**src/rtl/pipeline_hazard_ctrl_if.sv**
```systemverilog
// Signal bundle between the pipeline datapath and the hazard controller.
// There is no valid/ready pair on this bus. Every input is a level that is
// sampled on each rising clock edge. Every output is a Moore decode of the
// registered state, so it is stable from shortly after that edge until the
// next one.
interface pipeline_hazard_ctrl_if #(
  parameter int REG_W = 4
);
  logic             start;
  logic             halt;
  logic [REG_W-1:0] id_rs1;
  logic [REG_W-1:0] id_rs2;
  logic [REG_W-1:0] ex_rd;
  logic             ex_mem_read;
  logic             branch_taken;
  logic             mem_busy;
  logic             clr_stats;
  logic             pc_en;
  logic             if_id_en;
  logic             if_id_flush;
  logic             id_ex_bubble;
  logic             pipe_freeze;
  logic [2:0]       state;
  logic [15:0]      stall_cnt;

  // The datapath or bench side drives the inputs and observes the controls.
  modport master (
    output start, halt, id_rs1, id_rs2, ex_rd, ex_mem_read,
           branch_taken, mem_busy, clr_stats,
    input  pc_en, if_id_en, if_id_flush, id_ex_bubble, pipe_freeze,
           state, stall_cnt
  );

  // The controller side.
  modport slave (
    input  start, halt, id_rs1, id_rs2, ex_rd, ex_mem_read,
           branch_taken, mem_busy, clr_stats,
    output pc_en, if_id_en, if_id_flush, id_ex_bubble, pipe_freeze,
           state, stall_cnt
  );
endinterface

```
**src/rtl/pipeline_hazard_ctrl.sv**
```systemverilog
// Pipeline hazard controller. It detects load-use hazards, handles taken
// branches with a multi-cycle flush, and freezes the pipe while memory is busy.
// The state register is exported on bus.state so checkers can observe it.
module pipeline_hazard_ctrl #(
  parameter int REG_W        = 4,
  parameter int FLUSH_CYCLES = 2
) (
  input logic                    clk,
  input logic                    rst,
  pipeline_hazard_ctrl_if.slave  bus
);

  localparam logic [2:0] S_IDLE  = 3'd0;
  localparam logic [2:0] S_RUN   = 3'd1;
  localparam logic [2:0] S_STALL = 3'd2;
  localparam logic [2:0] S_FLUSH = 3'd3;
  localparam logic [2:0] S_WAIT  = 3'd4;

  // The counter holds the number of flush cycles still owed after the current one.
  localparam logic [3:0] FLUSH_RELOAD = 4'(FLUSH_CYCLES - 1);

  logic [2:0]       state_q;
  logic [2:0]       state_d;
  logic [3:0]       flush_q;
  logic [3:0]       flush_d;
  logic [15:0]      cnt_q;
  logic [REG_W-1:0] rs1;
  logic [REG_W-1:0] rs2;
  logic [REG_W-1:0] rd;
  logic             hazard;
  logic             counting;
  logic [4:0]       ctrl;

  assign rs1 = bus.id_rs1;
  assign rs2 = bus.id_rs2;
  assign rd  = bus.ex_rd;

  // Register 0 is hardwired to zero, so a load into it can never be a hazard.
  assign hazard = bus.ex_mem_read && (rd != '0) && ((rd == rs1) || (rd == rs2));

  // Cycles that are active but not in RUN count as stall cycles.
  assign counting = (state_q == S_STALL) || (state_q == S_FLUSH) || (state_q == S_WAIT);

  // Next state, with priority halt > mem_busy > branch > hazard.
  always_comb begin
    state_d = S_IDLE;
    flush_d = flush_q;
    if (bus.halt) begin
      state_d = S_IDLE;
      flush_d = '0;
    end else begin
      case (state_q)
        S_IDLE: begin
          state_d = bus.start ? S_RUN : S_IDLE;
        end
        // STALL and WAIT exits use the same rules as RUN, so a pending
        // branch or hazard is acted on at the edge where the pipe resumes.
        S_RUN, S_STALL, S_WAIT: begin
          if (bus.mem_busy) begin
            state_d = S_WAIT;
          end else if (bus.branch_taken) begin
            state_d = S_FLUSH;
            flush_d = FLUSH_RELOAD;
          end else if (hazard) begin
            state_d = S_STALL;
          end else begin
            state_d = S_RUN;
          end
        end
        S_FLUSH: begin
          if (bus.mem_busy) begin
            state_d = S_WAIT;
          end else if (bus.branch_taken) begin
            state_d = S_FLUSH;
            flush_d = FLUSH_RELOAD;
          end else if (flush_q == 4'd0) begin
            state_d = S_RUN;
          end else begin
            state_d = S_FLUSH;
            flush_d = flush_q - 4'd1;
          end
        end
        default: begin
          state_d = S_IDLE;
          flush_d = '0;
        end
      endcase
    end
  end

  // State and flush-counter registers.
  always_ff @(posedge clk or posedge rst) begin
    if (rst) begin
      state_q <= S_IDLE;
      flush_q <= '0;
    end else begin
      state_q <= state_d;
      flush_q <= flush_d;
    end
  end

  // Saturating stall statistic. A clear wins over an increment in the same cycle.
  always_ff @(posedge clk or posedge rst) begin
    if (rst) begin
      cnt_q <= '0;
    end else if (bus.clr_stats) begin
      cnt_q <= '0;
    end else if (counting && (cnt_q != 16'hFFFF)) begin
      cnt_q <= cnt_q + 16'd1;
    end
  end

  // Moore decode of {pc_en, if_id_en, if_id_flush, id_ex_bubble, pipe_freeze}.
  always_comb begin
    ctrl = 5'b00001;
    case (state_q)
      S_RUN:   ctrl = 5'b11000;
      S_STALL: ctrl = 5'b00010;
      S_FLUSH: ctrl = 5'b11110;
      S_WAIT:  ctrl = 5'b00001;
      default: ctrl = 5'b00001;
    endcase
  end

  assign bus.pc_en        = ctrl[4];
  assign bus.if_id_en     = ctrl[3];
  assign bus.if_id_flush  = ctrl[2];
  assign bus.id_ex_bubble = ctrl[1];
  assign bus.pipe_freeze  = ctrl[0];
  assign bus.state        = state_q;
  assign bus.stall_cnt    = cnt_q;

endmodule
```
**src/flat_wrapper.sv**
```systemverilog
// flat-port wrapper written by rule: the top's interface ports become plain ports
module pipeline_hazard_ctrl_flat 
#(
  parameter int REG_W        = 4,
  parameter int FLUSH_CYCLES = 2
)
  (clk, rst, bus_start, bus_halt, bus_id_rs1, bus_id_rs2, bus_ex_rd, bus_ex_mem_read, bus_branch_taken, bus_mem_busy, bus_clr_stats, bus_pc_en, bus_if_id_en, bus_if_id_flush, bus_id_ex_bubble, bus_pipe_freeze, bus_state, bus_stall_cnt);
  pipeline_hazard_ctrl_if #(.REG_W(REG_W)) bus_i ();
  input logic clk;
  input logic rst;
  input wire logic [$bits(bus_i.start)-1:0] bus_start;
  input wire logic [$bits(bus_i.halt)-1:0] bus_halt;
  input wire logic [$bits(bus_i.id_rs1)-1:0] bus_id_rs1;
  input wire logic [$bits(bus_i.id_rs2)-1:0] bus_id_rs2;
  input wire logic [$bits(bus_i.ex_rd)-1:0] bus_ex_rd;
  input wire logic [$bits(bus_i.ex_mem_read)-1:0] bus_ex_mem_read;
  input wire logic [$bits(bus_i.branch_taken)-1:0] bus_branch_taken;
  input wire logic [$bits(bus_i.mem_busy)-1:0] bus_mem_busy;
  input wire logic [$bits(bus_i.clr_stats)-1:0] bus_clr_stats;
  output wire logic [$bits(bus_i.pc_en)-1:0] bus_pc_en;
  output wire logic [$bits(bus_i.if_id_en)-1:0] bus_if_id_en;
  output wire logic [$bits(bus_i.if_id_flush)-1:0] bus_if_id_flush;
  output wire logic [$bits(bus_i.id_ex_bubble)-1:0] bus_id_ex_bubble;
  output wire logic [$bits(bus_i.pipe_freeze)-1:0] bus_pipe_freeze;
  output wire logic [$bits(bus_i.state)-1:0] bus_state;
  output wire logic [$bits(bus_i.stall_cnt)-1:0] bus_stall_cnt;
  assign bus_i.start = bus_start;
  assign bus_i.halt = bus_halt;
  assign bus_i.id_rs1 = bus_id_rs1;
  assign bus_i.id_rs2 = bus_id_rs2;
  assign bus_i.ex_rd = bus_ex_rd;
  assign bus_i.ex_mem_read = bus_ex_mem_read;
  assign bus_i.branch_taken = bus_branch_taken;
  assign bus_i.mem_busy = bus_mem_busy;
  assign bus_i.clr_stats = bus_clr_stats;
  assign bus_pc_en = bus_i.pc_en;
  assign bus_if_id_en = bus_i.if_id_en;
  assign bus_if_id_flush = bus_i.if_id_flush;
  assign bus_id_ex_bubble = bus_i.id_ex_bubble;
  assign bus_pipe_freeze = bus_i.pipe_freeze;
  assign bus_state = bus_i.state;
  assign bus_stall_cnt = bus_i.stall_cnt;
  pipeline_hazard_ctrl #(.REG_W(REG_W), .FLUSH_CYCLES(FLUSH_CYCLES)) u_core (.clk(clk), .rst(rst), .bus(bus_i));
endmodule
```
**config.mk**
```make
export PLATFORM = sky130hd
export DESIGN_NAME = pipeline_hazard_ctrl_flat
export DESIGN_NICKNAME = d
export VERILOG_FILES = /design/src/rtl/pipeline_hazard_ctrl_if.sv /design/src/rtl/pipeline_hazard_ctrl.sv /design/src/flat_wrapper.sv
export SDC_FILE = /design/constraint.sdc
export NUM_CORES = 1
export LEC_CHECK = 0
export CAP_MARGIN = 20
export CORE_MARGIN = 2
export CORE_UTILIZATION = 51
export CTS_CLUSTER_SIZE = 20
export DETAILED_ROUTE_END_ITERATION = 6
export PLACE_DENSITY = 0.84
export SLEW_MARGIN = 20
export SYNTH_ARGS = -nofsm -noshare
export SYNTH_HDL_FRONTEND = slang
export SYNTH_SLANG_ARGS = --single-unit
```
**constraint.sdc**
```tcl
create_clock -name clk -period 4.05 [get_ports clk]
set_input_delay 0.81 -clock clk [delete_from_list [all_inputs] [get_ports clk]]
set_output_delay 0.81 -clock clk [all_outputs]
set_load 0.02 [all_outputs]
```
==> results by stage <==
Placement:
- During placement, the flow inserted port buffers numbering 43.
- The total half-perimeter wirelength after legalization and detailed placement is roughly 3000 µm.
- Routability-driven placement finished with a final weighted congestion of 0.8209.
- The placed instances occupy a cell area of 1982 µm².

Clocking:
- The clock root buffer is sky130_fd_sc_hd__clkbuf_4.
- The number of resized instances in the post-cts repair step is 0.
- The total CTS buffers is 3.
- After clock tree synthesis, the clock-pin slew on the worst setup and hold paths is 0.14 ns.
- After clock tree synthesis, the setup repair step added 0 buffers.
- The latest clock arrival within the worst-skew pair is approximately 0.32 ns.
- No sink is reached through more buffers than the 2 on the longest clock path.
- The number of hold buffers added after CTS was 0.
- The clock tree from TritonCTS is yes.
- Counting every sink on the clock net gives 23.
- CTS built an H-tree with a depth of 1.

Yosys:
- Summed over all instances, the cell type with the most area after synthesis is sky130_fd_sc_hd__dfrtp_1.
- The share of synthesized area in the top cell type comes to 0.3657.
- The flip-flop and latch count after synthesis is 23.
- For this run, the register share of the synthesized area comes to 0.3657.
- The async set-or-reset flop fraction in the synthesized netlist is 1.000.
- The number of distinct library cells after synthesis is 48.
- After technology mapping, the gate count stands at around 170.
- Synthesis produced a netlist with a net count of around 190.
- The leading cell type by number of instances after synthesis is sky130_fd_sc_hd__dfrtp_1.
- Dividing the synthesized area by the synthesized cell count gives just over 9 µm².
- The number of enable-type register cells in the synthesized netlist is 0.
- In the synthesized netlist, the cells that appear most often are 23 x sky130_fd_sc_hd__dfrtp_1, 14 x sky130_fd_sc_hd__a21oi_1, 12 x sky130_fd_sc_hd__nor2_1, 12 x sky130_fd_sc_hd__or4_1, 10 x sky130_fd_sc_hd__o31ai_1.
- The number of warnings reported in the yosys synthesis log is 0.
- By area the synthesized netlist is led by sky130_fd_sc_hd__dfrtp_1 37%, sky130_fd_sc_hd__or4_1 5.7%, sky130_fd_sc_hd__o31ai_1 4.8%, sky130_fd_sc_hd__a21oi_1 4.5%, sky130_fd_sc_hd__xor2_1 4.5%.
- The cell area after synthesis is ~1600 µm².
- Among all flip-flop cells after synthesis, the most frequent one is sky130_fd_sc_hd__dfrtp_1.

Flow run:
- The max-capacitance violation count is 0.

Critical path:
- The startpoint class of the critical path is a register.
- The type of destination of the critical path is a primary output.
- The critical-path cell with the highest stage delay is sky130_fd_sc_hd__clkdlybuf4s50_1.
- The worst endpoint required time is 3.24 ns.
- The worst endpoint data arrival time is approximately 1.8 ns.
- The maximum fanout along the worst path is 10.
- The largest stage delay on the critical path is roughly 0.6 ns.
- By startpoint and endpoint, the worst setup path is classified as register to primary output.
- The critical path goes through and2b_1 > nor2_1 > clkdlybuf4s50_1.

Power and ir drop:
- The maximum ir drop on the vdd rail is about 0.15 mV.
- The power consumption is 477.3 µW.
- The leakage component of the power is 0.0007772 µW.
- The total power density per cell area is around 240 nW/µm².

STA:
- The part of the cycle the worst path needs is 0.6501.
- In the final timing run, aggregate negative setup slack is 0 ns.
- The worst pin sits at a relative slew slack of 0.3897.
- Hold is met by between 0.5 and 0.6 ns.
- Timing would allow up to 379.8 MHz.
- Setup repair after global routing left no endpoint under its margin.
- At the pin with the least slew margin, the transition time is slightly above 0.9 ns.
- The worst path needs between 2 and 3 ns of the cycle, external delays included.
- The total setup violations reported at the end of the flow is 0.
- The max-slew violation count is 0.
- The clock arrives with between 0.008 and 0.009 ns of skew.
- The number of hold-slack violations in the final timing report is 0.

Die:
- The initial utilization of the core area, before any placement, comes to 0.5242.
- The vertical extent of the die is 59.56 µm.
- The number of cell rows is 20.
- The floorplan die width is 59.56 µm.
- For this design the top-level I/O count stands at 44.
- The core region is ~3000 µm².
- The floorplan die area is 3547 µm².

Layout:
- After filler insertion, the fill cell instance count of the layout stands at 261.
- The utilization after layout is 0.6688.
- The proportion of layout cells with a drive suffix above 1 is 0.07729.
- The total inserted antenna cells is 0.
- The area overhead of the layout relative to synthesis is 27.58%.
- The final cell area excluding filler cells is 2008 µm².
- At the end of the flow, the number of nets in the layout was 230.
- The area used by multi-input combinational logic is roughly 910 µm².
- The sequential cell area is 575.6 µm².

Drt:
- The final wirelength is roughly 4000 µm.
- The first routing iteration left about 90 violations.
- The routed via count is roughly 1500.
- The detailed-routing iteration count for the pre-antenna-repair pass is 4.
- The vias per cell is 6.371.
- In the final routed layout, each cell accounts on average for between 15 and 20 µm.
- After detailed routing, the number of remaining DRC violations is 0.
- The number of antenna-violating nets in the routed design is 0.

Global route:
- The number of global-route vias before repair was approximately 1500.
- The initial antenna violation count is 0.
- In the global route stage, overall resource usage came out at 0.2453.
- Global routing finished with a remaining overflow of 0.
- The first global-routing pass estimated between 6000 and 7000 µm of wire.
- The pin count of the biggest net entering global routing is 24.

Worst hold path:
- The kind of path behind the tightest hold check is register to register.

Outcome:
- The flow ran to the end, and the final reports show no timing, DRC or antenna violations.
## final timing paths
check,start,end,slack (ns),cells after the start
min in group asynchronous,rst,u_core.flush_q[2],0.97,2
hold reg to reg,u_core.bus.stall_cnt[15],u_core.bus.stall_cnt[15],0.59,2
hold / removal,u_core.bus.stall_cnt[15],u_core.bus.stall_cnt[15],0.59,2
max in group asynchronous,rst,u_core.bus.stall_cnt[7],2.52,2
setup reg to reg,u_core.bus.stall_cnt[0],u_core.bus.stall_cnt[2],1.89,5
setup / recovery,u_core.bus.state[2],bus_pipe_freeze,1.42,3
## per-stage QoR
stage	std cells	worst slack, ns
floorplan	171	1.998
global placement	236	1.599
detailed placement	236	1.585
CTS	240	1.402
global route	240	1.328
finish	240	1.417
## cell families (layout without fill, tap and decap cells)
logic type	count (synthesis)	count (layout)	synth area share
adders and majority gates	2	2	0.01590
and+or+nand+nor	73	73	0.2925
buffers and inverters	17	53	0.06120
xor gates and xnor gates	9	9	0.05008
DFF	23	23	0.3657
muxes	4	4	0.02861
AOI/OAI and AO/OA	43	43	0.1860
## routing by layer
metal  GRT usage  up-vias  wire length, µm  share of wire
li1            -      726                -              -
met1      0.3014      738             1682           0.42
met2      0.4223       54             2080           0.52
met3     0.03057       11              171          0.043
met4      0.1206        0               84          0.021
met5           0        -                0              0
## area by class of cell
type | instances | share of cell area
Multi-Input combinational cell | 131 | 0.4523
Sequential cell | 23 | 0.2866
Timing Repair Buffer | 44 | 0.2181
Tap cell | 33 | 0.02056
Inverter | 5 | 0.009346
Clock buffer | 4 | 0.01308
## where the power goes
part           leakage (µW)  switching [µW]  internal (µW)
combinational      0.000443            60.8           57.2
sequential         0.000319            11.9            235
clock             0.0000150            73.9           38.6
total              0.000777             147            331
## sequential cells by signal (all words and copies together), names as in the netlist
signal,count
u_core.flush_q,4
u_core.bus.state,3
u_core.bus.stall_cnt,16
## cells in the final DEF, fill, tap and decap left out, types with 2 or more instances in the layout
| cell type | n |
|---|---|
| sky130_fd_sc_hd__a21oi_1 | 14 |
| sky130_fd_sc_hd__and3_1 | 2 |
| sky130_fd_sc_hd__and3b_1 | 2 |
| sky130_fd_sc_hd__and4_1 | 2 |
| sky130_fd_sc_hd__clkbuf_4 | 3 |
| sky130_fd_sc_hd__clkdlybuf4s50_1 | 43 |
| sky130_fd_sc_hd__dfrtp_1 | 23 |
| sky130_fd_sc_hd__ha_1 | 2 |
| sky130_fd_sc_hd__inv_1 | 5 |
| sky130_fd_sc_hd__mux2_2 | 4 |
| sky130_fd_sc_hd__nand2_1 | 5 |
| sky130_fd_sc_hd__nand3_1 | 8 |
| sky130_fd_sc_hd__nand4_1 | 4 |
| sky130_fd_sc_hd__nor2_1 | 12 |
| sky130_fd_sc_hd__nor2b_1 | 3 |
| sky130_fd_sc_hd__nor3_1 | 3 |
| sky130_fd_sc_hd__nor3b_1 | 2 |
| sky130_fd_sc_hd__nor4_1 | 6 |
| sky130_fd_sc_hd__o21ai_0 | 6 |
| sky130_fd_sc_hd__o22ai_1 | 2 |
| sky130_fd_sc_hd__o31ai_1 | 10 |
| sky130_fd_sc_hd__or3_1 | 2 |
| sky130_fd_sc_hd__or4_1 | 12 |
| sky130_fd_sc_hd__xor2_1 | 8 |
## worst max-delay path: cells and delay by family, from the launching register on
kind          cells  cell delay (ns)
buf+inv           1             0.60
flops             1             0.56
simple gates      2             0.33
No activity file was read; power rests on OpenSTA's default activity.
